### src/rtl/if_fetch_unit_pkg.sv
// -----------------------------------------------------------------------------
// if_fetch_unit_pkg
// Shared definitions for the instruction-fetch front end: bus widths, word
// constants, chip-enable and reset-polarity encodings, and small helpers used
// by the PC register and the IF/ID pipeline register.
// -----------------------------------------------------------------------------
package if_fetch_unit_pkg;

    // Bus widths
    localparam int INST_ADDR_W = 32;
    localparam int INST_W      = 32;

    typedef logic [INST_ADDR_W-1:0] inst_addr_t;
    typedef logic [INST_W-1:0]      inst_t;

    // Word constants
    localparam inst_addr_t ZERO_WORD = 32'h0000_0000;
    localparam inst_addr_t PC_STEP   = 32'h0000_0004;

    // Chip enable encoding
    localparam logic CHIP_ENABLE  = 1'b1;
    localparam logic CHIP_DISABLE = 1'b0;

    // Stall encoding
    localparam logic STOP    = 1'b1;
    localparam logic NO_STOP = 1'b0;

    // Reset polarity: the core reset is active-low
    localparam logic RST_ENABLE  = 1'b0;
    localparam logic RST_DISABLE = 1'b1;

    // Source selected for the next PC value (exposed for debug/observation)
    typedef enum logic [2:0] {
        PC_SEL_HOLD   = 3'd0,
        PC_SEL_FLUSH  = 3'd1,
        PC_SEL_STALL  = 3'd2,
        PC_SEL_BRANCH = 3'd3,
        PC_SEL_SEQ    = 3'd4
    } pc_sel_e;

    // Action taken by the IF/ID register this cycle
    typedef enum logic [1:0] {
        IFID_LOAD   = 2'd0,
        IFID_BUBBLE = 2'd1,
        IFID_HOLD   = 2'd2,
        IFID_FLUSH  = 2'd3
    } ifid_act_e;

    // A fetch address is word-aligned when its two low bits are zero.
    function automatic logic is_misaligned(input inst_addr_t addr);
        return (addr[1:0] != 2'b00);
    endfunction

endpackage : if_fetch_unit_pkg

### src/rtl/if_fetch_unit_if_id.sv
// -----------------------------------------------------------------------------
// if_id
// IF/ID pipeline register. Captures the PC and the ROM's combinational
// instruction. Flush and bubble (IF stopped while ID runs) both inject an
// invalid NOP; IF and ID both stopped holds the register. A misaligned fetch
// still advances but delivers NOP_WORD flagged with AdEL.
//
// Ports:
//   clk          core clock, rising edge
//   rst          synchronous reset, active-low
//   i_stall_if   1 = IF stage stopped
//   i_stall_id   1 = ID stage stopped
//   i_flush      exception/eret flush
//   i_pc         PC of the instruction currently in IF
//   i_ce         ROM chip enable (fetch is real when 1)
//   i_inst       ROM instruction for i_pc
//   o_id_pc      PC of instruction in IF/ID
//   o_id_inst    instruction in IF/ID
//   o_id_valid   1 = o_id_inst is a real fetched instruction
//   o_id_adel    1 = fetch address was misaligned
//   o_act        register action this cycle (observation only)
// -----------------------------------------------------------------------------
module if_id
    import if_fetch_unit_pkg::*;
#(
    parameter logic [31:0] NOP_WORD = 32'h0000_0000
) (
    input  logic        clk,
    input  logic        rst,
    input  logic        i_stall_if,
    input  logic        i_stall_id,
    input  logic        i_flush,
    input  logic [31:0] i_pc,
    input  logic        i_ce,
    input  logic [31:0] i_inst,
    output logic [31:0] o_id_pc,
    output logic [31:0] o_id_inst,
    output logic        o_id_valid,
    output logic        o_id_adel,
    output ifid_act_e   o_act
);

    logic [31:0] r_id_pc;
    logic [31:0] r_id_inst;
    logic        r_id_valid;
    logic        r_id_adel;
    ifid_act_e   w_act;

    always_comb begin
        if (i_flush) begin
            w_act = IFID_FLUSH;
        end else if (i_stall_if == STOP && i_stall_id == NO_STOP) begin
            w_act = IFID_BUBBLE;
        end else if (i_stall_if == STOP) begin
            w_act = IFID_HOLD;
        end else begin
            w_act = IFID_LOAD;
        end
    end

    always_ff @(posedge clk) begin
        if (rst == RST_ENABLE) begin
            r_id_pc    <= ZERO_WORD;
            r_id_inst  <= NOP_WORD;
            r_id_valid <= 1'b0;
            r_id_adel  <= 1'b0;
        end else begin
            case (w_act)
                IFID_FLUSH, IFID_BUBBLE: begin
                    r_id_pc    <= ZERO_WORD;
                    r_id_inst  <= NOP_WORD;
                    r_id_valid <= 1'b0;
                    r_id_adel  <= 1'b0;
                end
                IFID_HOLD: begin
                    r_id_pc    <= r_id_pc;
                    r_id_inst  <= r_id_inst;
                    r_id_valid <= r_id_valid;
                    r_id_adel  <= r_id_adel;
                end
                default: begin
                    r_id_pc    <= i_pc;
                    r_id_valid <= i_ce;
                    if (i_ce == CHIP_DISABLE) begin
                        r_id_inst <= NOP_WORD;
                        r_id_adel <= 1'b0;
                    end else if (is_misaligned(i_pc)) begin
                        // Fetch carries on; the AdEL flag lets the core raise
                        // the exception and flush later.
                        r_id_inst <= NOP_WORD;
                        r_id_adel <= 1'b1;
                    end else begin
                        r_id_inst <= i_inst;
                        r_id_adel <= 1'b0;
                    end
                end
            endcase
        end
    end

    assign o_id_pc    = r_id_pc;
    assign o_id_inst  = r_id_inst;
    assign o_id_valid = r_id_valid;
    assign o_id_adel  = r_id_adel;
    assign o_act      = w_act;

endmodule : if_id

### src/rtl/if_fetch_unit_pc_reg.sv
// -----------------------------------------------------------------------------
// pc_reg
// Program counter and ROM chip-enable. After reset the chip enable rises one
// cycle after reset release while the PC stays at RESET_PC, so the first real
// fetch is at RESET_PC. Once enabled, the next PC is chosen by priority:
// flush redirect, stall hold, taken branch, then sequential +4 (wraps mod 2^32).
//
// Ports:
//   clk             core clock, rising edge
//   rst             synchronous reset, active-low
//   i_stall_pc      1 = hold PC
//   i_flush         exception/eret flush
//   i_new_pc        flush redirect target
//   i_branch_flag   taken branch/jump from ID
//   i_branch_target taken target from ID
//   o_pc            current PC
//   o_ce            ROM chip enable
//   o_pc_sel        next-PC source chosen this cycle (observation only)
// -----------------------------------------------------------------------------
module pc_reg
    import if_fetch_unit_pkg::*;
#(
    parameter logic [31:0] RESET_PC = 32'h0000_0000
) (
    input  logic        clk,
    input  logic        rst,
    input  logic        i_stall_pc,
    input  logic        i_flush,
    input  logic [31:0] i_new_pc,
    input  logic        i_branch_flag,
    input  logic [31:0] i_branch_target,
    output logic [31:0] o_pc,
    output logic        o_ce,
    output pc_sel_e     o_pc_sel
);

    logic [31:0] r_pc;
    logic        r_ce;
    pc_sel_e     w_pc_sel;
    logic [31:0] w_pc_next;

    // Next-PC selection. Nothing moves until the chip enable is up.
    always_comb begin
        w_pc_sel  = PC_SEL_HOLD;
        w_pc_next = r_pc;
        if (r_ce == CHIP_ENABLE) begin
            if (i_flush) begin
                w_pc_sel  = PC_SEL_FLUSH;
                w_pc_next = i_new_pc;
            end else if (i_stall_pc == STOP) begin
                // ID keeps the branch request stable, so a branch during a
                // stall is simply picked up on the first free cycle.
                w_pc_sel  = PC_SEL_STALL;
                w_pc_next = r_pc;
            end else if (i_branch_flag) begin
                w_pc_sel  = PC_SEL_BRANCH;
                w_pc_next = i_branch_target;
            end else begin
                w_pc_sel  = PC_SEL_SEQ;
                w_pc_next = r_pc + PC_STEP;
            end
        end
    end

    always_ff @(posedge clk) begin
        if (rst == RST_ENABLE) begin
            r_ce <= CHIP_DISABLE;
            r_pc <= RESET_PC;
        end else begin
            r_ce <= CHIP_ENABLE;
            r_pc <= w_pc_next;
        end
    end

    assign o_pc     = r_pc;
    assign o_ce     = r_ce;
    assign o_pc_sel = w_pc_sel;

endmodule : pc_reg

### src/rtl/if_fetch_unit.sv
// -----------------------------------------------------------------------------
// if_fetch_unit
// Instruction-fetch front end of the five-stage MIPS32 core. Drives the
// instruction ROM address/enable from the PC and captures the ROM's
// same-cycle instruction into the IF/ID register. Branches use delay-slot
// semantics: the instruction already in IF proceeds normally.
//
// Ports:
//   clk            core clock, rising edge
//   rst            synchronous reset, active-low
//   stall_pc       1 = hold PC
//   stall_if       1 = IF stage stopped
//   stall_id       1 = ID stage stopped
//   flush          exception/eret flush
//   new_pc         flush redirect target
//   branch_flag    taken branch/jump from ID
//   branch_target  taken target from ID
//   rom_inst       ROM instruction (combinational on rom_addr)
//   rom_addr       fetch address (= PC)
//   rom_ce         ROM chip enable
//   id_pc          PC of instruction in IF/ID
//   id_inst        instruction in IF/ID
//   id_valid       id_inst is a real fetched instruction
//   id_adel        fetch address misaligned, id_inst is NOP_WORD
// -----------------------------------------------------------------------------
module if_fetch_unit
    import if_fetch_unit_pkg::*;
#(
    parameter logic [31:0] RESET_PC = 32'h0000_0000,
    parameter logic [31:0] NOP_WORD = 32'h0000_0000
) (
    input  logic        clk,
    input  logic        rst,
    input  logic        stall_pc,
    input  logic        stall_if,
    input  logic        stall_id,
    input  logic        flush,
    input  logic [31:0] new_pc,
    input  logic        branch_flag,
    input  logic [31:0] branch_target,
    input  logic [31:0] rom_inst,
    output logic [31:0] rom_addr,
    output logic        rom_ce,
    output logic [31:0] id_pc,
    output logic [31:0] id_inst,
    output logic        id_valid,
    output logic        id_adel
);

    logic [31:0] w_pc;
    logic        w_ce;
    pc_sel_e     w_pc_sel;
    ifid_act_e   w_ifid_act;

    pc_reg #(
        .RESET_PC (RESET_PC)
    ) u_pc_reg (
        .clk             (clk),
        .rst             (rst),
        .i_stall_pc      (stall_pc),
        .i_flush         (flush),
        .i_new_pc        (new_pc),
        .i_branch_flag   (branch_flag),
        .i_branch_target (branch_target),
        .o_pc            (w_pc),
        .o_ce            (w_ce),
        .o_pc_sel        (w_pc_sel)
    );

    if_id #(
        .NOP_WORD (NOP_WORD)
    ) u_if_id (
        .clk        (clk),
        .rst        (rst),
        .i_stall_if (stall_if),
        .i_stall_id (stall_id),
        .i_flush    (flush),
        .i_pc       (w_pc),
        .i_ce       (w_ce),
        .i_inst     (rom_inst),
        .o_id_pc    (id_pc),
        .o_id_inst  (id_inst),
        .o_id_valid (id_valid),
        .o_id_adel  (id_adel),
        .o_act      (w_ifid_act)
    );

    // The ROM indexes words by rom_addr[..:2]; the low bits pass through as-is.
    assign rom_addr = w_pc;
    assign rom_ce   = w_ce;

    // Selection codes are kept for debug probing; fold them into a dummy
    // reduction so they are not flagged as unused.
    logic w_dbg_unused;
    assign w_dbg_unused = ^{w_pc_sel, w_ifid_act};

endmodule : if_fetch_unit

### config.mk
export PLATFORM = sky130hd
export DESIGN_NAME = if_fetch_unit
export DESIGN_NICKNAME = d
export VERILOG_FILES = /design/src/rtl/if_fetch_unit_pkg.sv /design/src/rtl/if_fetch_unit_if_id.sv /design/src/rtl/if_fetch_unit_pc_reg.sv /design/src/rtl/if_fetch_unit.sv
export SDC_FILE = /design/constraint.sdc
export NUM_CORES = 1
export LEC_CHECK = 0
export ABC_AREA = 1
export BUFFER_PORTS_ARGS = -buffer_cell sky130_fd_sc_hd__buf_2
export CORE_MARGIN = 5
export CORE_UTILIZATION = 52
export CTS_CLUSTER_DIAMETER = 60
export DETAILED_ROUTE_END_ITERATION = 10
export GPL_TIMING_DRIVEN = 0
export PLACE_DENSITY = 0.95
export REMOVE_ABC_BUFFERS = 1
export SYNTH_ARGS = -nofsm -noshare
export SYNTH_HDL_FRONTEND = slang
export SYNTH_SLANG_ARGS = --single-unit
### constraint.sdc
create_clock -name clk -period 3.64 [get_ports clk]
set_clock_uncertainty 0.1 [all_clocks]
set_input_delay 0.364 -clock clk [delete_from_list [all_inputs] [get_ports clk]]
set_output_delay 0.364 -clock clk [all_outputs]
set_load 0.05 [all_outputs]
==> summary.txt <==
Yosys
  • Largest cells by area after synthesis: dfxtp_1, nand2_1, a21oi_1
  • Post-synthesis sequential area ratio: 42.30%
  • Primary FF master, synth: dfxtp_1
  • Yosys top cell by area: dfxtp_1
  • EDFF count, synth: 0
  • Yosys reg bits: 99
  • Post-synth top area share: 42.30%
  • Commonest cells post-synth: nand2_1, dfxtp_1, a21oi_1
  • Avg Inst Size Synth: 7.004 sq um
  • Post-synthesis instance total: 669
  • Distinct cells, synth: 31
  • Top-count cell post-synth: nand2_1
  • Asr flop ratio synth: 0%
  • Yosys warns: 0
  • Mapped Area: 0.004686 sq mm

Placement
  • GPL Wtd Cong: 0.8723
  • Dpl ws: 0.1919 ns
  • Port Buf Inserts: 201
  • Post-DP HPWL: 10640 um
  • Placed cell areas: 0.005729 sq mm

Setup path
  • Crit path max-delay cell type: buf_2
  • Crit end category: flip-flop
  • WS Path Type: in2reg
  • Crit start category: primary input
  • Worst path cell trace: buf_2, inv_2, nand2_1, nand2_2, inv_2, nand2_1, o21ai_0, a21oi_1
  • Arrival @ worst endpoint: 3.23 ns
  • CP required: 3.78 ns
  • CP Max Fanout: 37
  • Largest stage delay, worst path: 0.61 ns
  • R2R cell count: 5

Global route
  • Grt met3 use: 4.809%
  • Vias in the first global route: 4888
  • Largest net degree at the start of global routing: 46
  • M2 GR Usage: 43.21%
  • Gr usage total: 25.47%
  • First-pass GRT wire length: 23580 um
  • GRT met1 Usage: 33.46%
  • Gr busiest metal: met2
  • GRT overflow: 0
  • Initial antenna violation count: 0

Timing
  • Final setup margin: 0.5556 ns
  • Slew HR: 21.42%
  • Fmax: 324.2 MHz
  • Tightest Pin Transition: 1.177 ns
  • Fin crit period: 3.084 ns
  • RSZ-0062 raised after global routing: false
  • Final hold vios: 0
  • Fin Setup TNS: 0 ns
  • Final setup viols: 0
  • Tcrit/Tclk final: 84.74%
  • Max Slew Vio Count: 0

Routing
  • DR vias/cell: 5.405
  • Post-route DRC: 0
  • Routed vias: 5178
  • DR WL/cell: 15.24 um
  • Post-route ant nets: 0
  • WL final: 14600 um
  • DR pass1 iterations: 5
  • Initial detailed-routing violation count: 386

Finish
  • Synth-to-Final Area Change: 26.33%
  • Fraction of layout instances using a drive strength above 1: 28.82%
  • Nets: 949
  • Final Core Density: 67.55%
  • Antenna Diode Count: 0
  • Post-route cell area: 0.005919 sq mm
  • Filler instances: 787

Clock tree
  • Post-CTS sizing: 0
  • Hold-fix buffers, CTS: 0
  • Post CTS Setup Buffer Count: 0
  • Clk root buf: clkbuf_8
  • TritonCTS clock tree: yes
  • Longest Clk Path Bufs: 2
  • Clk slew on worst S/H paths: 0.10 ns
  • Skew-Pair Late Insertion Delay: 0.36 ns
  • CTS Sinks: 99
  • Total CTS buffers: 9
  • H-tree levels: 3

Floorplan
  • Die H: 104.9 um
  • Die footprint: 0.01101 sq mm
  • Starting Density: 53.47%
  • Core Region: 0.008763 sq mm
  • Chip width: 104.9 um
  • # IOs: 202
  • Row Count: 34

Outcome
  • Status: finished clean

Power and ir drop
  • Clock share of power: 29.5%
  • Seq pwr share: 51.8%
  • Pwr per Cell Area: 383.1 mW/mm^2
  • Pint: 0.001511 W
  • Static Leakage: 2.561 nW
  • Peak supply drop: 0.2529 mV
  • Overall power: 0.002268 W
  • Comb pwr share: 18.7%
  • Sw Ratio: 33.35%
  • Net Switching: 0.0007563 W

Worst hold path
  • HP Class: in2reg
  • Hold path cells: 3

Flow run
  • Max-cap violations: 0
==> logic make-up (layout without fill, tap and decap cells) <==
family	count (synthesis)	in the layout	synth area share (%)
AND/OR/NAND/NOR	326	326	29.99
flip-flops	99	99	42.30
AO/OA/AOI/OAI	164	164	20.16
XOR/XNOR	3	3	0.5609
adder cells (fa/ha/maj)	1	1	0.2670
buffers and inverters	76	257	6.729
==> power by group through the flow <==
stage	registers (W)	clock network [W]	logic, W
2_1_floorplan	0.00133	0	0.000128
3_3_place_gp	0.00120	0	0.000407
3_5_place_dp	0.00120	0	0.000424
4_1_cts	0.00117	0.000680	0.000424
5_1_grt	0.00118	0.000732	0.000458
6_report	0.00118	0.000669	0.000423
==> per-stage QoR <==
stage	cells	hold slack, ns
finish	958	0.1432
global placement	938	0.3458
CTS	958	0.1302
detailed placement	942	0.3514
floorplan	629	0.2917
global route	958	0.1270
==> layout by cell type (no fill, tap or decap), types with 3 or more instances in the layout <==
cell      synthesis  layout
o211ai_1          4       4
a31oi_1           3       3
nor2_4            6       7
clkinv_4          0       4
a221oi_1         22      22
dfxtp_1          99      99
o21bai_1          3       3
nand3_1          69      69
o21ai_0          30      30
inv_1            33      32
clkbuf_8          0       9
a21oi_1          95      95
nand2_2           4       4
buf_2            11     201
inv_2             3       4
nand2_1         195     195
nor2_2            5       7
nor2_1           41      38
==> flip-flops by register name, indices dropped and copies added, names as in the netlist <==
name                cells
u_if_id.o_id_adel       1
u_if_id.o_id_inst      32
u_if_id.o_id_pc        32
u_if_id.o_id_valid      1
u_pc_reg.o_ce           1
u_pc_reg.o_pc          32
==> cell type report <==
type / instances / area, sq um / share of cell area [%]
clock inverter: 6 / 62.56 / 1.057
clock buffer: 10 / 127.6 / 2.156
tap: 108 / 135.1 / 2.283
multi-input combinational: 494 / 2401 / 40.56
sequential: 99 / 1982 / 33.48
timing repair buffer: 205 / 1076 / 18.18
inverter: 36 / 135.1 / 2.283
==> critical path, delay by kind of cell <==
| kind | cells | cell delay, ns |
|---|---|---|
| and+or+nand+nor | 3 | 0.84 |
| AOI/OAI and AO/OA | 2 | 0.29 |
| buffers and inverters | 3 | 1.70 |
==> metal layers <==
metal	share of wire, %	up-vias
met2	48	201
met4	1.6	0
met1	44	2358
li1	-	2599
met5	0	-
met3	6.5	20
==> path summary, 6_finish.rpt <==
path | from | end | slack (ns)
worst max-delay path | flush | u_pc_reg.o_pc[0] | 0.56
worst min-delay path | rom_inst[13] | u_if_id.o_id_inst[13] | 0.14
worst max register to register | u_pc_reg.o_ce | u_pc_reg.o_pc[0] | 1.50
worst min register to register | u_if_id.o_id_pc[21] | u_if_id.o_id_pc[21] | 0.36
(Power assumes the default switching activity.)
